<file path="src/rtl/fetch_queue_if.sv">
// fetch_queue_if: enqueue/dequeue handshake bundle between instruction fetch and decode.
// Ports (by modport):
//   slave  (the queue)   : in  enq_valid_i, enq_pc_i, enq_instr_i, enq_prdt_taken_i, deq_ready_i
//                          out enq_ready_o, deq_valid_o, deq_pc_o, deq_instr_o, deq_prdt_taken_o
//   master (fetch/decode): the mirror image of slave
interface fetch_queue_if #(
  parameter int unsigned PC_WIDTH    = 32,
  parameter int unsigned INSTR_WIDTH = 32
);
  logic                   enq_valid_i;
  logic                   enq_ready_o;
  logic [PC_WIDTH-1:0]    enq_pc_i;
  logic [INSTR_WIDTH-1:0] enq_instr_i;
  logic                   enq_prdt_taken_i;
  logic                   deq_valid_o;
  logic                   deq_ready_i;
  logic [PC_WIDTH-1:0]    deq_pc_o;
  logic [INSTR_WIDTH-1:0] deq_instr_o;
  logic                   deq_prdt_taken_o;

  modport slave (
    input  enq_valid_i, enq_pc_i, enq_instr_i, enq_prdt_taken_i, deq_ready_i,
    output enq_ready_o, deq_valid_o, deq_pc_o, deq_instr_o, deq_prdt_taken_o
  );

  modport master (
    output enq_valid_i, enq_pc_i, enq_instr_i, enq_prdt_taken_i, deq_ready_i,
    input  enq_ready_o, deq_valid_o, deq_pc_o, deq_instr_o, deq_prdt_taken_o
  );
endinterface

</file>
<file path="src/rtl/fetch_queue.sv">
// fetch_queue: DEPTH-entry FIFO of {pc, instr, prdt_taken} between fetch and decode.
// Ports:
//   clk, rst      : core clock, asynchronous active-high reset
//   flush_i       : empties the queue at the next edge, overriding enq/deq
//   q (slave)     : enq/deq valid-ready handshakes and entry payload
//   count_o       : number of valid entries, 0..DEPTH
//   almost_full_o : count_o >= DEPTH-1
module fetch_queue #(
  parameter int unsigned DEPTH       = 4,
  parameter int unsigned PC_WIDTH    = 32,
  parameter int unsigned INSTR_WIDTH = 32
) (
  input  logic                   clk,
  input  logic                   rst,
  input  logic                   flush_i,
  fetch_queue_if.slave           q,
  output logic [$clog2(DEPTH):0] count_o,
  output logic                   almost_full_o
);
  localparam int unsigned AW = $clog2(DEPTH);
  localparam int unsigned PW = AW + 1;

  logic [PW-1:0]          wr_ptr_q, wr_ptr_d;
  logic [PW-1:0]          rd_ptr_q, rd_ptr_d;
  logic [PC_WIDTH-1:0]    pc_q    [DEPTH];
  logic [INSTR_WIDTH-1:0] instr_q [DEPTH];
  logic                   taken_q [DEPTH];

  logic full, empty, enq_fire, deq_fire;

  // Wrap bit distinguishes full from empty when the index bits match.
  assign empty = (wr_ptr_q == rd_ptr_q);
  assign full  = (wr_ptr_q[AW-1:0] == rd_ptr_q[AW-1:0]) && (wr_ptr_q[AW] != rd_ptr_q[AW]);

  assign enq_fire = q.enq_valid_i && !full;
  assign deq_fire = q.deq_ready_i && !empty;

  // Status depends only on registered pointers, never on flush_i or deq_ready_i.
  assign q.enq_ready_o  = !full;
  assign q.deq_valid_o  = !empty;
  assign count_o        = wr_ptr_q - rd_ptr_q;
  assign almost_full_o  = (count_o >= PW'(DEPTH - 1));

  // Head is read straight from the array; stale when empty.
  assign q.deq_pc_o         = pc_q[rd_ptr_q[AW-1:0]];
  assign q.deq_instr_o      = instr_q[rd_ptr_q[AW-1:0]];
  assign q.deq_prdt_taken_o = taken_q[rd_ptr_q[AW-1:0]];

  // Pointer next state; flush overrides both handshakes.
  always_comb begin
    wr_ptr_d = wr_ptr_q;
    rd_ptr_d = rd_ptr_q;
    if (flush_i) begin
      wr_ptr_d = '0;
      rd_ptr_d = '0;
    end else begin
      if (enq_fire) wr_ptr_d = wr_ptr_q + PW'(1);
      if (deq_fire) rd_ptr_d = rd_ptr_q + PW'(1);
    end
  end

  always_ff @(posedge clk or posedge rst) begin
    if (rst) begin
      wr_ptr_q <= '0;
      rd_ptr_q <= '0;
    end else begin
      wr_ptr_q <= wr_ptr_d;
      rd_ptr_q <= rd_ptr_d;
    end
  end

  // Entry storage; flush leaves contents in place.
  always_ff @(posedge clk or posedge rst) begin
    if (rst) begin
      for (int i = 0; i < int'(DEPTH); i++) begin
        pc_q[i]    <= '0;
        instr_q[i] <= '0;
        taken_q[i] <= 1'b0;
      end
    end else if (enq_fire && !flush_i) begin
      pc_q[wr_ptr_q[AW-1:0]]    <= q.enq_pc_i;
      instr_q[wr_ptr_q[AW-1:0]] <= q.enq_instr_i;
      taken_q[wr_ptr_q[AW-1:0]] <= q.enq_prdt_taken_i;
    end
  end
endmodule

</file>
<file path="src/flat_wrapper.sv">
// flat-port wrapper written by rule: the top's interface ports become plain ports
module fetch_queue_flat 
#(
  parameter int unsigned DEPTH       = 4,
  parameter int unsigned PC_WIDTH    = 32,
  parameter int unsigned INSTR_WIDTH = 32
)
  (clk, rst, flush_i, count_o, almost_full_o, q_enq_valid_i, q_enq_pc_i, q_enq_instr_i, q_enq_prdt_taken_i, q_deq_ready_i, q_enq_ready_o, q_deq_valid_o, q_deq_pc_o, q_deq_instr_o, q_deq_prdt_taken_o);
  fetch_queue_if #(.PC_WIDTH(PC_WIDTH), .INSTR_WIDTH(INSTR_WIDTH)) q_i ();
  input  logic clk;
  input  logic rst;
  input  logic flush_i;
  output logic [$clog2(DEPTH):0] count_o;
  output logic almost_full_o;
  input wire logic [$bits(q_i.enq_valid_i)-1:0] q_enq_valid_i;
  input wire logic [$bits(q_i.enq_pc_i)-1:0] q_enq_pc_i;
  input wire logic [$bits(q_i.enq_instr_i)-1:0] q_enq_instr_i;
  input wire logic [$bits(q_i.enq_prdt_taken_i)-1:0] q_enq_prdt_taken_i;
  input wire logic [$bits(q_i.deq_ready_i)-1:0] q_deq_ready_i;
  output wire logic [$bits(q_i.enq_ready_o)-1:0] q_enq_ready_o;
  output wire logic [$bits(q_i.deq_valid_o)-1:0] q_deq_valid_o;
  output wire logic [$bits(q_i.deq_pc_o)-1:0] q_deq_pc_o;
  output wire logic [$bits(q_i.deq_instr_o)-1:0] q_deq_instr_o;
  output wire logic [$bits(q_i.deq_prdt_taken_o)-1:0] q_deq_prdt_taken_o;
  assign q_i.enq_valid_i = q_enq_valid_i;
  assign q_i.enq_pc_i = q_enq_pc_i;
  assign q_i.enq_instr_i = q_enq_instr_i;
  assign q_i.enq_prdt_taken_i = q_enq_prdt_taken_i;
  assign q_i.deq_ready_i = q_deq_ready_i;
  assign q_enq_ready_o = q_i.enq_ready_o;
  assign q_deq_valid_o = q_i.deq_valid_o;
  assign q_deq_pc_o = q_i.deq_pc_o;
  assign q_deq_instr_o = q_i.deq_instr_o;
  assign q_deq_prdt_taken_o = q_i.deq_prdt_taken_o;
  fetch_queue #(.DEPTH(DEPTH), .PC_WIDTH(PC_WIDTH), .INSTR_WIDTH(INSTR_WIDTH)) u_core (.clk(clk), .rst(rst), .flush_i(flush_i), .q(q_i), .count_o(count_o), .almost_full_o(almost_full_o));
endmodule
</file>
<file path="config.mk">
export PLATFORM = sky130hd
export DESIGN_NAME = fetch_queue_flat
export DESIGN_NICKNAME = d
export VERILOG_FILES = /design/src/rtl/fetch_queue_if.sv /design/src/rtl/fetch_queue.sv /design/src/flat_wrapper.sv
export SDC_FILE = /design/constraint.sdc
export NUM_CORES = 1
export LEC_CHECK = 0
export ABC_AREA = 1
export CELL_PAD_IN_SITES_DETAIL_PLACEMENT = 1
export CELL_PAD_IN_SITES_GLOBAL_PLACEMENT = 2
export CORE_ASPECT_RATIO = 0.9
export CORE_UTILIZATION = 33
export CTS_CLUSTER_SIZE = 25
export DETAILED_ROUTE_END_ITERATION = 8
export PLACE_DENSITY_LB_ADDON = 0.1
export SLEW_MARGIN = 25
export SYNTH_ARGS = -nofsm -noshare
export SYNTH_HDL_FRONTEND = slang
export SYNTH_SLANG_ARGS = --single-unit
</file>
<file path="constraint.sdc">
create_clock -name clk -period 9.54 [get_ports clk]
set_input_delay 0.954 -clock clk [delete_from_list [all_inputs] [get_ports clk]]
set_output_delay 0.954 -clock clk [all_outputs]
set_load 0.02 [all_outputs]
</file>
======== Yosys cells after proc, flatten, opt, wreduce, memory -nomap -nowiden ========
Index checks and enable logic that the tools add are counted.
storage, ports and cells
  bits of input ports ..................... 70
  output and inout bits ................... 71
  logic and storage cells ................. 56
  bits in registers ....................... 266
operators by class
  equality and inequality tests ........... 3
  add/subtract/negate cells ............... 3
  $lt $le $gt $ge ......................... 4
  multiplexer cells ....................... 20
  bitwise logic cells ..................... 2
  reduce and logical (&&, ||, !) cells .... 10
operators by type and width
  operator               number
  $bwmux W128            2
  $mux W32               5
  $bmux W32 S2           2
  $demux W32 S2          1
  $mux W3                4
  $add A3 B1 Y3 const B  2
  $ge A3 B3 Y1 const B   2
  $not A2 Y3             2
  $logic_and A1 B1 Y1    5
  $bwmux W4              1
  $reduce_bool A2 Y1     2
  $eq A3 B3 Y1           1
  $ge A3 B2 Y1 const B   1
  $logic_not A1 Y1       3
  $lt A3 B1 Y1 const B   1
  $mux W1                3
  $sub A3 B3 Y3          1
  $bmux W1 S2            1
  $demux W1 S2           1
  $eq A2 B2 Y1           1
  $ne A1 B1 Y1           1

======== Depth between registers and ports, before layout ========
Gate-level depths: netlist of run 1.
  depth after elaboration ................. 6
  gate-level depth with buffers ........... 13
  depth with buffers taken out ............ 9

======== Worst setup path after synthesis of run 1 ========
Ideal clock, no wire load.
  path kind ............................... reg-to-output
  start ................................... register u_core.rd_ptr_q[1]
  end ..................................... output almost_full_o
  path buffers ............................ 2
  stages on the path, launching flop included .. 7
  setup slack ............................. 6797 ps
  arrival ................................. 1789 ps
  required time ........................... 8586 ps
  cells stage by stage .................... dfrtp_1 > inv_1 > clkbuf_1 > clkbuf_1 > fa_1 > nand2_1 > nand2_1
on the way
  cells in the longest elaborated chain, start to end .. 2
ends and longest elaborated chain
  element                   RTL line            source
  start: declaration        fetch_queue.sv:24   logic [PW-1:0] rd_ptr_q, rd_ptr_d;
  start signal: assignment  fetch_queue.sv:68   rd_ptr_q <= rd_ptr_d;
  $sub A3 B3 Y3             fetch_queue.sv:41   assign count_o = wr_ptr_q - rd_ptr_q;
  via count_o[1]            flat_wrapper.sv:13  output logic [$clog2(DEPTH):0] count_o;
  $ge A3 B2 Y1              fetch_queue.sv:42   assign almost_full_o = (count_o >= PW'(DEPTH - 1));
  end: declaration          flat_wrapper.sv:14  output logic almost_full_o;
The timed path passes the listed nets, and every way through them passes these cells.

======== Final worst setup path of run 1 ========
  start ................................... register u_core.rd_ptr_q[0]
  end ..................................... output q_deq_pc_o[18]
on the way
  cells in the longest elaborated chain, start to end .. 4
ends and longest elaborated chain
  element                                       RTL line            source
  $not A2 Y3 (implied by the code)              fetch_queue.sv:45   assign q.deq_pc_o = pc_q[rd_ptr_q[AW-1:0]];
  $bmux W32 S2                                  fetch_queue.sv:45
  $mux W32 (implied by the code) (2 in series)  fetch_queue.sv:45
  end: declaration                              flat_wrapper.sv:22  output wire logic [$bits(q_i.deq_pc_o)-1:0] q_deq_pc_o;
No other way between the ends. The select of a mux whose other input is x is not followed.

==> results.txt, run 1 <==
----------------------------------------------------
[Yosys]
  Biggest area contributors in the synthesized netlist ... dfrtp_1 55%, nand2_1 25%, o21ai_0 5.4%
  Mapped Nets ... 1614
  Synth cell types ... 19
  Flip-flop and latch count after synthesis ... 266
  Netlist area before placement ... between 10000 and 15000 um^2
  Post-synthesis sequential area ratio ... between 50% and 60%
  Number of warnings issued by yosys ... 0
  Cell type with the largest total area after synthesis ... dfrtp_1
  Mean area per synthesized cell ... between 7 and 8 um^2
  Proportion of netlist area held by the largest area contributor ... a little over half
  Number of cells produced by synthesis ... around 1500

[Drt]
  Via count ... about 10000
  Routed WL per cell ... around 19 um
  Number of nets with antenna violations after detailed routing ... 0
  Via density per instance ... roughly 5
  Residual DRC ... 0
  Length of the first detailed-routing pass in iterations ... 5
  Sum of routed wire length over all layers ... about 40000 um
  DRT iter0 DRCs ... ~560

[GRT]
  Maximum number of pins on one net before global-route repair ... 96
  First-pass GRT wire length ... between 60000 and 70000 um
  Total routing usage reported by global routing ... 22.3%
  Initial antenna violation count ... 2
  Total global routing overflow ... 0
  Via count of the first global-routing pass ... approximately 11000
  Met3 Usage GRT ... between 3 and 4%
  Most Used Layer, Global Route ... met2
  Met1 global-route usage ... around a third
  Met2 GRT Util ... between 30% and 40%

[Clocking]
  CTS tree ... yes
  Clock Path Buffers ... 3
  Library cell used as clock root buffer ... clkbuf_16
  Clk slew on worst S/H paths ... roughly 0.06 ns
  Clk sink count ... 266
  Clock Latency Late Sink ... between 0.5 and 0.6 ns
  Post-CTS sizing ... 0
  Cts hold-fix bufs ... 0
  CTS Buf Count ... 30
  Total number of H-tree levels ... 1
  Number of setup buffers added after CTS ... 0

[Finish]
  Core occupancy in the finished layout ... roughly two fifths
  Most common cell after layout, fill and taps aside ... nand2_1
  Most frequent cells in the layout ... 797 x nand2_1, 264 x dfrtp_1, 140 x clkdlybuf4s50_1
  Area delta synth->final ... 21.4%
  Fill cells ... around 4300
  Total number of nets in the final design ... 1706
  Layout cells sized above 1 ... between 4 and 5%

[Timing]
  Final period utilization ... a little over 50%
  Fin crit period ... 4.81 ns
  Worst rel slew slack ... roughly two fifths
  Transition time of the tightest slew-check pin ... 0.927 ns
  Unrepaired setup endpoints after global routing ... no
  Setup skew after layout ... about 0.015 ns
  Hold Vio Cnt, Final ... 0
  Accumulated negative setup slack ... 0 ns
  Max Clk Rate ... 0.208 GHz
  Final setup violation count ... 0
  Max-slew violation total from the final report ... 0

[Worst setup path]
  Worst Path Arrival ... 3.85 ns
  Required time of the critical path ... approximately 8.6 ns
  Delay of the slowest critical-path stage ... approximately 0.82 ns
  Cell family with the largest share of critical-path delay ... buffers and inverters
  Reg-to-reg slack, setup ... 6.25 ns
  Critical Path End Type ... output port
  Number of buffers and inverters on the critical path ... 3
  CP startpoint kind ... register
  Length in cells of the worst reg-to-reg path ... 9
  Top fanout value on the critical path ... 80
  Crit path cell chain ... inv_4 > buf_4 > o21ai_0 > o22ai_1 > clkdlybuf4s50_1
  Library cell contributing the largest single delay on the critical path ... buf_4
  FF-to-FF End ... u_core.instr_q[20]$_DFFE_PP0P_
  CP Class ... reg2out
  Launch instance of the worst register-to-register path ... u_core.rd_ptr_q[0]$_DFFE_PP0P_

[Pwr]
  Cell-internal power ... 2.78 mW
  Switching part of the total power ... between 30% and 40%
  Leakage power summed over all cells ... 7.50 nW
  Part of the power in registers ... 39.7%
  Switching power ... between 1.5 and 2 mW
  Pwr/cell area ... about 290 nW/um^2
  Highest ir drop seen on vdd ... around 0.12 mV
  Combinational power share ... about a third
  Clock group share of total power ... between 20 and 30%

[Hold path]
  Worst hold endpoint ... u_core.instr_q[81]$_DFFE_PP0P_
  Hold WC Path Type ... reg2reg
  Worst Hold Depth ... 2
  Worst Hold Launch ... u_core.instr_q[81]$_DFFE_PP0P_

[Placement]
  Global placer's final weighted congestion ... ~0.72
  Detailed placement HPWL ... approximately 22000 um
  Count of port buffers added during placement ... 140

[Die]
  Die outline height ... about 180 um
  IO Count ... about 140
  Initial Utilization ... roughly 34%
  Std-Cell Rows ... 66
  Placeable core region ... between 30000 and 40000 um^2
  Die footprint ... between 30000 and 40000 um^2
  Die outline width ... 204 um

[Run]
  Maximum Capacitance Violations ... 0

[Outcome]
  Status ... complete, no violations

----------------------------------------------------
[metrics by stage]
stage / instance area (um^2) / cells / total power [mW] / worst slack [ns] / hold WS [ns]
after detailed placement: 13700 / 2070 / 3.15 / 5.31 / 0.460
after CTS: 14700 / 2125 / 4.36 / 4.68 / 0.476
after floorplan: 12100 / 1536 / 2.53 / 1.26 / 0.444
final: 14700 / 2128 / 4.31 / 4.73 / 0.470
after global routing: 14700 / 2127 / 4.60 / 4.52 / 0.491
after global placement: 13700 / 2069 / 3.12 / 5.33 / 0.456
[synth_stat cells]
library cell  instances
xor2_1                3
o21ai_0             132
buf_4                 4
clkbuf_1             40
buf_6                24
nand2_1             797
nor2_2                4
dfrtp_1             266
a21oi_1               1
nand3_4               2
nand4_1               4
nand3_1               7
buf_1                 4
nor2_1              130
buf_2                27
fa_1                  1
inv_1                18
ha_1                  7
o22ai_1              65
[how the worst max path moves through the flow]
| stage | cells past startpoint | startpoint | end | slack, ns |
|---|---|---|---|---|
| floorplan | 1 | rst | u_core.instr_q[0]$_DFFE_PP0P_ | 1.26 |
| global placement | 5 | u_core.rd_ptr_q[0]$_DFFE_PP0P_ | q_deq_pc_o[18] | 5.33 |
| detailed placement | 5 | u_core.rd_ptr_q[0]$_DFFE_PP0P_ | q_deq_pc_o[18] | 5.31 |
| CTS | 5 | u_core.rd_ptr_q[0]$_DFFE_PP0P_ | q_deq_pc_o[18] | 4.68 |
| global route | 5 | u_core.rd_ptr_q[0]$_DFFE_PP0P_ | q_deq_pc_o[11] | 4.52 |
| finish | 5 | u_core.rd_ptr_q[0]$_DFFE_PP0P_ | q_deq_pc_o[18] | 4.73 |
[cell type report]
class	instances	area (um^2)	share of cell area (%)
Antenna cell	1	2.50	0.0170
Sequential cell	266	6660	45.2
Inverter	18	77.6	0.527
Timing Repair Buffer	159	1560	10.6
Clock inverter	4	45.0	0.306
Tap cell	476	596	4.04
Multi-Input combinational cell	1153	4830	32.8
Clock buffer	51	961	6.52
[sequential cells by signal, summed over array words and instances, names as in the netlist]
signal	count
u_core.instr_q	128
u_core.pc_q	128
u_core.taken_q	4
u_core.rd_ptr_q	3
u_core.wr_ptr_q	3
[kinds of logic (layout without fill, tap and decap cells)]
kind of cell	Yosys count	in the layout	synth area share, %
DFF	266	266	54.9
and+or+nand+nor	944	944	29.7
buffers and inverters	117	232	5.51
AOI/OAI and AO/OA	198	198	8.84
other	0	1	0
xor gates and xnor gates	3	3	0.217
adders and majority gates	8	8	0.887
[worst min-delay path, delay by kind of cell, from the launching register on]
kind	cells	cell delay, ns
DFF	1	0.33
and+or+nand+nor	2	0.10
[layer usage]
| layer | share of wire (%) | wire length (um) | up-vias |
|---|---|---|---|
| li1 | - | - | 5021 |
| met1 | 49 | 19900 | 5263 |
| met2 | 45 | 18400 | 157 |
| met3 | 3.5 | 1410 | 51 |
| met4 | 1.8 | 731 | 2 |
| met5 | 0.027 | 11 | - |
[power groups by stage]
stage | Clock [mW] | Combinational (mW) | Sequential, mW
2_1_floorplan | 0 | 0.885 | 1.65
3_3_place_gp | 0 | 1.40 | 1.72
3_5_place_dp | 0 | 1.42 | 1.72
4_1_cts | 1.22 | 1.43 | 1.71
5_1_grt | 1.26 | 1.58 | 1.76
6_report | 1.19 | 1.41 | 1.71
No activity file was read; power rests on OpenSTA's default activity.
==> inputs of run 2 (changes only) <==
- CORE_UTILIZATION: 33 -> 30
- clock period: 9.54 -> 3.9 ns (I/O delays scaled with it)
==> results.txt, run 2 (synthesized netlist as in run 1, its figures left out) <==
----------------------------------------------------
[Clocking]
  Clk slew on worst S/H paths ... 0.05 ns (about the same)
  Number of setup buffers added after CTS ... 0 (unchanged)
  CTS tree ... yes
  Cts hold-fix bufs ... 0 (unchanged)
  CTS Buf Count ... 34 (+13%)
  Library cell used as clock root buffer ... clkbuf_16
  Post-CTS sizing ... 0 (unchanged)
  Clk sink count ... 266 (unchanged)
  Clock Path Buffers ... 3 (unchanged)
  Total number of H-tree levels ... 2 (+1)
  Clock Latency Late Sink ... 0.52 ns (-0.05 ns)

[Die]
  IO Count ... 141 (unchanged)
  Std-Cell Rows ... 69 (+4.5%)
  Die outline width ... 214 um (+4.8%)
  Placeable core region ... 39600 um^2 (+9.6%)
  Die outline height ... 193 um (+4.8%)
  Initial Utilization ... 30.6% (-2.9 points)
  Die footprint ... 41200 um^2 (+9.9%)

[Pwr]
  Pwr/cell area ... 724 nW/um^2 (+150%)
  Total Power ... 11.0 mW (+160%)
  Highest ir drop seen on vdd ... 0.270 mV (+120%)
  Leakage power summed over all cells ... 7.68 nW (+2.5%)

[Worst setup path]
  Crit path cell chain ... inv_4 > buf_4 > o21ai_0 > o22ai_1 > clkdlybuf4s50_1
  Number of buffers and inverters on the critical path ... 3 (unchanged)
  CP startpoint kind ... register
  Delay of the slowest critical-path stage ... 0.67 ns (-0.15 ns)
  Top fanout value on the critical path ... 25 (-69%)
  Required time of the critical path ... 3.51 ns (-5.08 ns)
  Launch instance of the worst register-to-register path ... u_core.rd_ptr_q[1]$_DFFE_PP0P_
  Critical Path End Type ... output port
  Library cell contributing the largest single delay on the critical path ... clkdlybuf4s50_1
  CP Class ... reg2out
  Worst Path Arrival ... 2.67 ns (-1.18 ns)
  Critical Path Source ... u_core.rd_ptr_q[0]$_DFFE_PP0P_
  Cell family with the largest share of critical-path delay ... buffers and inverters

[Timing]
  Final setup violation count ... 0 (unchanged)
  Max Clk Rate ... ~0.33 GHz
  Setup WS post-layout ... 0.838 ns (-3.90 ns)
  Unrepaired setup endpoints after global routing ... no
  Fin crit period ... 3.06 ns
  Final period utilization ... just under 80%
  Max-slew violation total from the final report ... 0 (unchanged)
  Transition time of the tightest slew-check pin ... 0.594 ns (-0.333 ns)
  Worst hold slack after final layout ... 0.223 ns (-0.246 ns)
  Accumulated negative setup slack ... 0 ns (unchanged)
  Setup skew after layout ... 0.0112 ns (-0.00341 ns)
  Worst rel slew slack ... 60.4% (+22 points)
  Hold Vio Cnt, Final ... 0 (unchanged)

[Placement]
  Place WS ... 1.32 ns (-3.99 ns)
  Global placer's final weighted congestion ... 0.734 (+1.7%)
  Count of port buffers added during placement ... 140 (unchanged)
  Detailed placement HPWL ... 22300 um (+0.72%)

[GRT]
  Maximum number of pins on one net before global-route repair ... 83 (-14%)
  First-pass GRT wire length ... 67100 um (+3.1%)
  Via count of the first global-routing pass ... 11300 (+2.6%)
  Initial antenna violation count ... 1 (-1)
  Total global routing overflow ... 0 (unchanged)
  Total routing usage reported by global routing ... 20.8% (-1.5 points)

[Outcome]
  Status ... complete, no violations

[Finish]
  Core occupancy in the finished layout ... 38.4% (-2.4 points)
  Layout cells sized above 1 ... 5.59% (+0.98 points)
  Area delta synth->final ... 25.3%
  Most common cell after layout, fill and taps aside ... nand2_1
  Most frequent cells in the layout ... 797 x nand2_1, 264 x dfrtp_1, 140 x clkdlybuf4s50_1
  Total number of nets in the final design ... 1718 (+0.70%)
  Top flop regs ... u_core.instr_q x128, u_core.pc_q x128, u_core.taken_q x4
  Fill cells ... 4683 (+8.3%)

[Hold path]
  Hold WC Path Type ... in2async

[Drt]
  DRT iter0 DRCs ... 525 (-5.4%)
  Number of nets with antenna violations after detailed routing ... 0 (unchanged)
  Sum of routed wire length over all layers ... 41800 um (+3.2%)
  Length of the first detailed-routing pass in iterations ... 4 (-1)
  Residual DRC ... 0 (unchanged)
  Routed WL per cell ... 19.0 um (about the same)
  Via density per instance ... 4.81 (-2.5%)
  Via count ... 10600 (+0.74%)

[Run]
  Maximum Capacitance Violations ... 0 (unchanged)

----------------------------------------------------
-- run 2: changes by cell type in the layout (fill, tap and decap cells not counted), moves of 2 or more --
cell	delta
buf_4	-4
buf_12	+16
clkbuf_1	-3
clkinv_2	+4
clkbuf_16	+6
buf_6	-3
clkbuf_8	-2
-- run 2: worst reg2reg max path: stages, from the launching register on --
cell	delay (ns)
dfrtp_2	0.43
inv_2	0.22
ha_1	0.29
nand2_1	0.06
inv_1	0.07
nand3_4	0.11
nand3_4	0.16
nor2_4	0.37
buf_12	0.37
nand2_1	0.13
nand2_1	0.08
-- run 2: path summary, 6_finish.rpt --
check,end,cells after the start,slack (ns)
min in group clk,u_core.pc_q[84]$_DFFE_PP0P_,2,0.47
setup / recovery,q_deq_pc_o[24],5,0.84
hold reg to reg,u_core.pc_q[84]$_DFFE_PP0P_,2,0.47
setup reg to reg,u_core.instr_q[39]$_DFFE_PP0P_,10,1.55
hold / removal,u_core.pc_q[85]$_DFFE_PP0P_,2,0.22
max in group asynchronous,u_core.instr_q[74]$_DFFE_PP0P_,4,2.72
-- run 2: layout make-up --
type                            instances  area [um^2]  area share (%)
Clock inverter                          9         95.1           0.626
Sequential cell                       266         6660            43.8
Inverter                               18         73.8           0.486
Timing Repair Buffer                  167         1800            11.9
Antenna cell                            1         2.50          0.0165
Tap cell                              532          666            4.38
Multi-Input combinational cell       1153         4830            31.7
Clock buffer                           52         1070            7.05
-- run 2: metrics by stage --
stage / instance area [um^2] / instances
6_report: 15200 / 2198
3_5_place_dp: 14000 / 2135
2_1_floorplan: 12100 / 1536
3_3_place_gp: 14000 / 2135
5_1_grt: 15200 / 2197
4_1_cts: 15200 / 2196
-- run 2: power by group --
part	switching (mW)	internal [mW]
Combinational	2.12	1.47
Sequential	0.477	3.66
Clock	1.24	2.02
Total	3.84	7.16
-- run 2: layer usage --
metal / vias up / routed length [um] / global-route usage, %
li1: 5033 / - / -
met1: 5322 / 20400 / 28.5
met2: 171 / 19200 / 34.2
met3: 44 / 1590 / 3.44
met4: 2 / 614 / 5.23
met5: - / 17 / 0
